--- config.mk ---
export PLATFORM = sky130hd
export DESIGN_NAME = control_unit
export DESIGN_NICKNAME = d
export VERILOG_FILES = /design/src/rtl/core101_ctrl_pkg.sv /design/src/rtl/ctrl_opcode_decoder.sv /design/src/rtl/control_unit.sv
export SDC_FILE = /design/constraint.sdc
export NUM_CORES = 1
export LEC_CHECK = 0
export CAP_MARGIN = 20
export CORE_MARGIN = 8
export CORE_UTILIZATION = 43
export CTS_CLUSTER_DIAMETER = 150
export CTS_CLUSTER_SIZE = 24
export DETAILED_ROUTE_END_ITERATION = 10
export GPL_TIMING_DRIVEN = 1
export HOLD_SLACK_MARGIN = 0.03
export PLACE_DENSITY = 0.78
export SLEW_MARGIN = 5
export SYNTH_ARGS = -nofsm -noshare
export SYNTH_HDL_FRONTEND = slang
export SYNTH_SLANG_ARGS = --single-unit
--- constraint.sdc ---
create_clock -name control_unit_clock -period 1.9 [get_ports control_unit_clock]
set_input_delay 0.285 -clock control_unit_clock [delete_from_list [all_inputs] [get_ports control_unit_clock]]
set_output_delay 0.285 -clock control_unit_clock [all_outputs]
set_load 0.02 [all_outputs]
--- src/rtl/core101_ctrl_pkg.sv ---
// Shared Core101 control constants: state codes, opcodes, datapath select encodings.
// Used by both the control unit and the datapath so the encodings cannot drift apart.
package core101_ctrl_pkg;

    localparam int STATE_W = 4;

    typedef enum logic [STATE_W-1:0] {
        ST_IDLE      = 4'd0,
        ST_FETCH     = 4'd1,
        ST_DECODE    = 4'd2,
        ST_EXECUTE   = 4'd3,
        ST_MEMORY    = 4'd4,
        ST_WRITEBACK = 4'd5,
        ST_TRAP      = 4'd15
    } state_t;

    localparam logic [6:0] OPC_LUI      = 7'b0110111;
    localparam logic [6:0] OPC_AUIPC    = 7'b0010111;
    localparam logic [6:0] OPC_JAL      = 7'b1101111;
    localparam logic [6:0] OPC_JALR     = 7'b1100111;
    localparam logic [6:0] OPC_BRANCH   = 7'b1100011;
    localparam logic [6:0] OPC_LOAD     = 7'b0000011;
    localparam logic [6:0] OPC_STORE    = 7'b0100011;
    localparam logic [6:0] OPC_OP_IMM   = 7'b0010011;
    localparam logic [6:0] OPC_OP       = 7'b0110011;
    localparam logic [6:0] OPC_MISC_MEM = 7'b0001111;
    localparam logic [6:0] OPC_SYSTEM   = 7'b1110011;

    localparam logic [1:0] SRC_A_PC     = 2'd0;
    localparam logic [1:0] SRC_A_OLD_PC = 2'd1;
    localparam logic [1:0] SRC_A_RS1    = 2'd2;

    localparam logic [1:0] SRC_B_RS2    = 2'd0;
    localparam logic [1:0] SRC_B_IMM    = 2'd1;
    localparam logic [1:0] SRC_B_FOUR   = 2'd2;

    localparam logic [1:0] ALU_ADD      = 2'd0;
    localparam logic [1:0] ALU_FUNCT    = 2'd1;
    localparam logic [1:0] ALU_BRANCH   = 2'd2;

    localparam logic [1:0] WB_ALU       = 2'd0;
    localparam logic [1:0] WB_MDR       = 2'd1;
    localparam logic [1:0] WB_PC        = 2'd2;
    localparam logic [1:0] WB_IMM       = 2'd3;

    localparam logic PC_SRC_ALU    = 1'b0;
    localparam logic PC_SRC_TARGET = 1'b1;

    // One-hot instruction class bit positions.
    localparam int CLS_W        = 11;
    localparam int CLS_LUI      = 0;
    localparam int CLS_AUIPC    = 1;
    localparam int CLS_JAL      = 2;
    localparam int CLS_JALR     = 3;
    localparam int CLS_BRANCH   = 4;
    localparam int CLS_LOAD     = 5;
    localparam int CLS_STORE    = 6;
    localparam int CLS_OP_IMM   = 7;
    localparam int CLS_OP       = 8;
    localparam int CLS_MISC_MEM = 9;
    localparam int CLS_SYSTEM   = 10;

    typedef logic [CLS_W-1:0] insn_class_t;

endpackage

--- src/rtl/ctrl_opcode_decoder.sv ---
// Combinational opcode classifier: one-hot class vector plus legal flag.
// Every legal opcode ends in 2'b11, so compressed-space encodings fall out as illegal.
module ctrl_opcode_decoder
    import core101_ctrl_pkg::*;
(
    input  logic [6:0]  i_opcode,
    output insn_class_t o_class,
    output logic        o_legal
);

    always_comb begin
        o_class = '0;
        case (i_opcode)
            OPC_LUI:      o_class[CLS_LUI]      = 1'b1;
            OPC_AUIPC:    o_class[CLS_AUIPC]    = 1'b1;
            OPC_JAL:      o_class[CLS_JAL]      = 1'b1;
            OPC_JALR:     o_class[CLS_JALR]     = 1'b1;
            OPC_BRANCH:   o_class[CLS_BRANCH]   = 1'b1;
            OPC_LOAD:     o_class[CLS_LOAD]     = 1'b1;
            OPC_STORE:    o_class[CLS_STORE]    = 1'b1;
            OPC_OP_IMM:   o_class[CLS_OP_IMM]   = 1'b1;
            OPC_OP:       o_class[CLS_OP]       = 1'b1;
            OPC_MISC_MEM: o_class[CLS_MISC_MEM] = 1'b1;
            OPC_SYSTEM:   o_class[CLS_SYSTEM]   = 1'b1;
            default:      o_class = '0;
        endcase
        o_legal = |o_class;
    end

endmodule

--- src/rtl/control_unit.sv ---
// Core101 multi-cycle RV32I control unit: sequences the datapath and owns the memory handshake.
// Build option CORE101_ILLEGAL_TRAP_EN: illegal opcodes lock the FSM in TRAP until reset.
//
// state     | meaning
// IDLE      | post-reset, one cycle, all outputs low
// FETCH     | read at PC; on mem_ready load IR/OLD_PC and PC <= PC+4
// DECODE    | capture opcode; TARGET <= OLD_PC + IMM
// EXECUTE   | class-specific ALU / PC / register update
// MEMORY    | load or store at ALU result, held until mem_ready
// WRITEBACK | register file write from ALU or MDR
// TRAP      | illegal instruction seen, held until reset
module control_unit
    import core101_ctrl_pkg::*;
(
    input  logic               control_unit_clock,
    input  logic               control_unit_reset,
    input  logic [6:0]         opcode,
    input  logic               branch_taken,
    input  logic               mem_ready,
    output logic               mem_read,
    output logic               mem_write,
    output logic               addr_sel,
    output logic               ir_write,
    output logic               mdr_write,
    output logic               pc_write,
    output logic               pc_src,
    output logic               target_write,
    output logic [1:0]         alu_src_a,
    output logic [1:0]         alu_src_b,
    output logic [1:0]         alu_op,
    output logic               reg_write,
    output logic [1:0]         wb_sel,
    output logic               illegal_insn,
    output logic [STATE_W-1:0] state
);

    state_t      r_state;
    logic [6:0]  r_opcode;
    logic [6:0]  w_dec_opcode;
    insn_class_t w_class;
    logic        w_legal;

    // In DECODE the live opcode is classified; afterwards the captured copy.
    assign w_dec_opcode = (r_state == ST_DECODE) ? opcode : r_opcode;

    ctrl_opcode_decoder u_dec (
        .i_opcode (w_dec_opcode),
        .o_class  (w_class),
        .o_legal  (w_legal)
    );

    always_ff @(posedge control_unit_clock or posedge control_unit_reset) begin
        if (control_unit_reset) begin
            r_state  <= ST_IDLE;
            r_opcode <= '0;
        end else begin
            case (r_state)
                ST_IDLE: r_state <= ST_FETCH;
                ST_FETCH: begin
                    if (mem_ready)
                        r_state <= ST_DECODE;
                end
                ST_DECODE: begin
                    r_opcode <= opcode;
                    if (w_legal)
                        r_state <= ST_EXECUTE;
                    else
`ifdef CORE101_ILLEGAL_TRAP_EN
                        r_state <= ST_TRAP;
`else
                        r_state <= ST_FETCH;
`endif
                end
                ST_EXECUTE: begin
                    if (w_class[CLS_OP] || w_class[CLS_OP_IMM])
                        r_state <= ST_WRITEBACK;
                    else if (w_class[CLS_LOAD] || w_class[CLS_STORE])
                        r_state <= ST_MEMORY;
                    else
                        r_state <= ST_FETCH;
                end
                ST_MEMORY: begin
                    if (mem_ready)
                        r_state <= w_class[CLS_LOAD] ? ST_WRITEBACK : ST_FETCH;
                end
                ST_WRITEBACK: r_state <= ST_FETCH;
`ifdef CORE101_ILLEGAL_TRAP_EN
                ST_TRAP: r_state <= ST_TRAP;
`endif
                default: r_state <= ST_IDLE;
            endcase
        end
    end

    assign state = r_state;

    always_comb begin
        mem_read     = 1'b0;
        mem_write    = 1'b0;
        addr_sel     = 1'b0;
        ir_write     = 1'b0;
        mdr_write    = 1'b0;
        pc_write     = 1'b0;
        pc_src       = PC_SRC_ALU;
        target_write = 1'b0;
        alu_src_a    = SRC_A_PC;
        alu_src_b    = SRC_B_RS2;
        alu_op       = ALU_ADD;
        reg_write    = 1'b0;
        wb_sel       = WB_ALU;
        illegal_insn = 1'b0;
        case (r_state)
            ST_FETCH: begin
                mem_read = 1'b1;
                if (mem_ready) begin
                    ir_write  = 1'b1;
                    pc_write  = 1'b1;
                    pc_src    = PC_SRC_ALU;
                    alu_src_a = SRC_A_PC;
                    alu_src_b = SRC_B_FOUR;
                    alu_op    = ALU_ADD;
                end
            end
            ST_DECODE: begin
                target_write = 1'b1;
                alu_src_a    = SRC_A_OLD_PC;
                alu_src_b    = SRC_B_IMM;
                alu_op       = ALU_ADD;
            end
            ST_EXECUTE: begin
                if (w_class[CLS_OP]) begin
                    alu_src_a = SRC_A_RS1;
                    alu_src_b = SRC_B_RS2;
                    alu_op    = ALU_FUNCT;
                end else if (w_class[CLS_OP_IMM]) begin
                    alu_src_a = SRC_A_RS1;
                    alu_src_b = SRC_B_IMM;
                    alu_op    = ALU_FUNCT;
                end else if (w_class[CLS_LOAD] || w_class[CLS_STORE]) begin
                    alu_src_a = SRC_A_RS1;
                    alu_src_b = SRC_B_IMM;
                end else if (w_class[CLS_BRANCH]) begin
                    alu_src_a = SRC_A_RS1;
                    alu_src_b = SRC_B_RS2;
                    alu_op    = ALU_BRANCH;
                    pc_write  = branch_taken;
                    pc_src    = PC_SRC_TARGET;
                end else if (w_class[CLS_JAL]) begin
                    reg_write = 1'b1;
                    wb_sel    = WB_PC;
                    pc_write  = 1'b1;
                    pc_src    = PC_SRC_TARGET;
                end else if (w_class[CLS_JALR]) begin
                    // Link value is the already-incremented PC; jump target comes from the ALU.
                    reg_write = 1'b1;
                    wb_sel    = WB_PC;
                    alu_src_a = SRC_A_RS1;
                    alu_src_b = SRC_B_IMM;
                    pc_write  = 1'b1;
                    pc_src    = PC_SRC_ALU;
                end else if (w_class[CLS_LUI]) begin
                    reg_write = 1'b1;
                    wb_sel    = WB_IMM;
                end else if (w_class[CLS_AUIPC]) begin
                    alu_src_a = SRC_A_OLD_PC;
                    alu_src_b = SRC_B_IMM;
                    reg_write = 1'b1;
                    wb_sel    = WB_ALU;
                end
            end
            ST_MEMORY: begin
                addr_sel = 1'b1;
                if (w_class[CLS_LOAD]) begin
                    mem_read  = 1'b1;
                    mdr_write = mem_ready;
                end else begin
                    mem_write = 1'b1;
                end
            end
            ST_WRITEBACK: begin
                reg_write = 1'b1;
                wb_sel    = w_class[CLS_LOAD] ? WB_MDR : WB_ALU;
            end
            ST_TRAP: begin
`ifdef CORE101_ILLEGAL_TRAP_EN
                illegal_insn = 1'b1;
`endif
            end
            default: ;
        endcase
    end

endmodule

==> results of run 1 <==
cells in the mapped netlist, drive strengths merged:
| library cell | number |
|---|---|
| nor2 | 8 |
| o21ai | 6 |
| o31a | 1 |
| o32a | 1 |
| nand3 | 5 |
| o21bai | 2 |
| conb | 1 |
| and3 | 1 |
| dfrtp | 10 |
| o31ai | 2 |
| nand2b | 5 |
| a21boi | 2 |
| nor4 | 3 |
| nor3b | 1 |
| a221oi | 1 |
| and4 | 1 |
| nor2b | 2 |
| o41ai | 1 |
| or3b | 2 |
| nand2 | 22 |
| a22o | 1 |
| mux2i | 3 |
| buf | 3 |
| nand4 | 1 |
| or2 | 1 |
| o211ai | 2 |
| and4b | 1 |
| a21oi | 3 |
| clkbuf | 1 |
| clkinv | 1 |
| and3b | 1 |
| nor3 | 5 |
| a311oi | 1 |
| inv | 10 |
| a2bb2oi | 1 |
| o22ai | 3 |
through the flow:
step           util (%)  instances  hold slack (ps)
2_1_floorplan         -        116            125.0
3_5_place_dp      82.53        218            483.5
3_3_place_gp      82.53        218            475.5
4_1_cts           94.64        232            306.0
logic make-up after synthesis:
logic type / share of synthesized area [%]
other cells: 0.4233
buf+inv: 8.615
mux: 4.802
flops: 28.25
simple gates: 36.44
compound gates: 21.47
repair_timing:
item | CTS
pin swaps | 15
setup endpoints to repair | 18
resized for setup | 131
buffers inserted | 10
==> impl_results.md, run 1 <==
* Outcome: stopped before the end
* Halt Stage: global routing (5_1_grt)
* Err: [ERROR DPL-0038] Utilization greater than 100%, impossible to legalize
* Mean Syn Cell Area at 7.703 um^2
* DP Wirelength at 2.901 mm
* Gpl congestion at 0.9565
* Die width at 61.39 um
* Area after DPL at 1619 um^2
* Worst_ep kind: output port
* Top cell type's share of synthesized area at 28.25%
* Pin count of the biggest net entering global routing at 11
* Crit. endpoint post-GRT repair: wb_sel[1]
* Synth Warn # at 0
* Num CTS Buffers at 3
* CTS Root Cell: clkbuf_4
* IO Port Bufs at 30
* Area leader, netlist: dfrtp_1
* Sequential element share of the synthesized area at 28.25%
* Distinct cell type count after synthesis at 44
* Hold Buf Count CTS at 0
* Row count at 16
* Area of the mapped netlist at 885.9 um^2
* Die H at 61.39 um
* Clock tree buffer depth at 2
* Synthesized flop and latch total at 10
* Post-Synthesis Cells at 115
* Sinks on Clock Net at 10
* Top post-synthesis cells by area: dfrtp_1, nand2_1, inv_1
* Setup WS pre-CTS at -660.5 ps
* # H-tree levels at 1
* Initial Utilization at 45.15%
* # IOs at 33
==> inputs of run 2 (changes only) <==
--- a/config.mk
+++ b/config.mk
@@ -6,14 +6,11 @@
 export NUM_CORES = 1
 export LEC_CHECK = 0
 export CAP_MARGIN = 20
-export CORE_MARGIN = 8
-export CORE_UTILIZATION = 43
-export CTS_CLUSTER_DIAMETER = 150
-export CTS_CLUSTER_SIZE = 24
+export CORE_AREA = 8 8 69 71
 export DETAILED_ROUTE_END_ITERATION = 10
+export DIE_AREA = 0 0 77 79
 export GPL_TIMING_DRIVEN = 1
-export HOLD_SLACK_MARGIN = 0.03
-export PLACE_DENSITY = 0.78
+export PLACE_DENSITY_LB_ADDON = 0.15
 export SLEW_MARGIN = 5
 export SYNTH_ARGS = -nofsm -noshare
 export SYNTH_HDL_FRONTEND = slang
==> run 2 against run 1 <==
Net effect: the flow now finishes, with violations (setup timing); synthesized cell count unchanged; area after synthesis is the same.
==> impl_results.md, run 2 <==
* Outcome: finished with violations (was stopped before the end)
* Failing checks: setup timing
* Total Power at 1.930 mW
* Max reg flops at 7
* Initial Utilization at 23.32% (was 45.15%)
* Wire per inst at 14.70 um
* Gpl congestion at 0.8802 (was 0.9565)
* Mux cell area share after synthesis at 4.802% (unchanged)
* Via density at 4.655
* P_leak at 0.8771 nW
* Sinks on Clock Net at 10 (unchanged)
* # diodes at 0
* Pre-antenna DRT Iters at 4
* Most common cell in the netlist: nand2_1 (unchanged)
* DP Wirelength at 2.784 mm (was 2.901 mm)
* Critical path arrival at 2020 ps
* Setup crit start: state[0]
* Largest family of logic cells by synthesized area: simple AND/OR/NAND/NOR gates (unchanged)
* Commonest cells in the netlist: nand2_1, dfrtp_1, inv_1 (unchanged)
* Final ANT Viol Nets at 0
* Ys async rst share at 100.0% (unchanged)
* F_max at 434.3 MHz
* Via Count at 1159
* Post-Synth Adder-Cell Area at 0% (unchanged)
* Pwr Density at 1042 nW/um^2
* Crit end category: primary output
* Die width at 77 um (was 61.39 um)
* Synthesized flop and latch total at 10 (unchanged)
* Post-synthesis compound-gate area fraction at 21.47% (unchanged)
* Top cell type's share of synthesized area at 28.25% (unchanged)
* Commonest non-fill, non-tap cell in the layout: buf_4
* # IOs at 33 (unchanged)
* CTS tree: built
* Setup Skew at 2.722 ps
* Finished Core Util at 48.75%
* Number of global-route vias before repair at 1214
* Share of layout cells above drive strength 1 at 54.77%
* WP data required at 1620 ps
* Top post-synthesis cells by area: dfrtp_1, nand2_1, inv_1 (unchanged)
* Synth Warn # at 0 (unchanged)
* All-Layer GR Usage at 12.16%
* Die H at 79 um (was 61.39 um)
* Initial antenna violation count at 0
* CTS Root Cell: clkbuf_8 (was clkbuf_4)
* Final worst path period need at 2302 ps
* Worst reg2reg setup slack at 30 ps
* Most flops, register: r_opcode
* Clock latency on the worst-skew pair at 240 ps
* Net Sw Frac at 40.86%
* Iter 0 DRT Violations at 33
* # H-tree levels at 1 (unchanged)
* Fin. max-slew vios at 0
* Total Routed Length at 3.660 mm
* Crit Path Class: register to primary output
* Crit start category: register
* Gate power share at 68.9%
* Clock tree buffer depth at 2 (unchanged)
* Worst r2r dst: state[0]
* DR DRC count at 0
* Area grow syn2layout at 109.0%
* Post-Synth Simple-Gate Area at 36.44% (unchanged)
* EDFF count, synth at 0 (unchanged)
* Period utilization at 121.2%
* First-pass GRT wire length at 6.016 mm
* Ys flop type: dfrtp_1 (unchanged)
* Distinct cell type count after synthesis at 44 (unchanged)
* Area leader, netlist: dfrtp_1 (unchanged)
* Pin count of the biggest net entering global routing at 11
* Worst Hold Class: input port to async pin
* Hold Vio Cnt, Final at 0
* P_int at 1.141 mW
* Mean Syn Cell Area at 7.703 um^2 (unchanged)
* R2r startpoint: state[0]
* IO Port Bufs at 30 (unchanged)
* XOR/XNOR Fraction of Synth Area at 0% (unchanged)
* VDD IR max at 0.7564 mV
* Num CTS Buffers at 3 (unchanged)
* Setup ws final at -402.3 ps
* Layout Nets at 211
* FF-to-FF path depth at 7
* Final Setup Violations at 12
* Post-Synthesis Cells at 115 (unchanged)
* Sequential element share of the synthesized area at 28.25% (unchanged)
* Grt total ovfl at 0
* Core footprint at 3799 um^2
* CP max FO at 9
* Row count at 23 (was 16)
* Die footprint at 6083 um^2
* Max cap viols at 0
* Share of total power in sequential cells at 18.7%
* Area of the mapped netlist at 885.9 um^2 (unchanged)
* Most frequent cells in the layout: buf_4, nand2_1, clkdlybuf4s50_1
* Power share of the clock group at 12.4%
* Psw at 0.7886 mW
* Reg clk slew, reported paths at 50 ps
* RSZ-0062 raised after global routing: true
==> run 2: cell counts after synthesis <==
No cell type changed its count.
==> run 2: power by group through the flow <==
stage | Sequential, mW | Clock, mW | Combinational [mW]
6_report | 0.361 | 0.240 | 1.33
5_1_grt | 0.374 | 0.260 | 1.43
4_1_cts | 0.358 | 0.243 | 1.17
3_5_place_dp | 0.357 | 0 | 1.06
3_3_place_gp | 0.355 | 0 | 1.05
2_1_floorplan | 0.416 | 0 | 0.424
==> run 2: cell families after synthesis <==
| logic type | count (synthesis) |
|---|---|
| mux | 3 |
| buf+inv | 15 |
| compound gates | 27 |
| flops | 10 |
| other cells | 1 |
| simple gates | 59 |
==> run 2: per-stage QoR <==
stage | TNS (ps) | std cells | hold WS (ps) | cell area (um^2) | setup WS (ps)
2_1_floorplan | -843.6 | 116 | 125.0 | 947.2 | -156.2
3_3_place_gp | -7244 | 237 | 482.9 | 1630 | -671.8
3_5_place_dp | -7403 | 237 | 490.3 | 1630 | -660.8
4_1_cts | -3225 | 245 | 357.5 | 1759 | -388.0
5_1_grt | -4341 | 249 | 373.9 | 1852 | -487.5
6_report | -3251 | 249 | 340.8 | 1852 | -402.3
==> run 2: metal layers <==
layer | up-vias | share of wire [%] | global-route usage, %
met2 | 23 | 52 | 21.50
met5 | - | 0 | 0
li1 | 572 | - | -
met1 | 556 | 42 | 13.41
met3 | 8 | 4.1 | 3.273
met4 | 0 | 1.8 | 5.472
==> run 2: timing repair <==
item / 4_1_cts / 5_1_grt
endpoints found under the hold margin: 0 / 0
pin swaps: 10 / 6
setup buffers: 4 / 4
setup endpoints to repair: 17 / 18
hold buffers: 0 / 0
gates resized for setup: 101 / 20
==> run 2: worst max path at each step <==
stage | end | slack, ps | depth (start not counted)
after floorplan | pc_write | -160 | 5
after global placement | alu_op[0] | -670 | 7
after detailed placement | wb_sel[0] | -660 | 5
after CTS | wb_sel[1] | -390 | 6
after global routing | alu_op[0] | -490 | 7
final | alu_op[0] | -400 | 7
==> run 2: cell type report <==
cell class	instances	area [um^2]
fillers	387	1947
multi-input cells	91	735.7
repair buffers	83	700.7
flip-flops and latches	10	254.0
well taps	50	62.56
inverters	11	53.80
clock buffers	4	45.04
==> run 2: critical path, cell delays in order, from the launching register on <==
cell and delay [ps]:
dfrtp_2 400, or3b_4 410, buf_12 160, clkinv_8 60, mux2i_4 280, nand2_2 110
nor3b_4 200, buf_6 140
(Power assumes the default switching activity.)
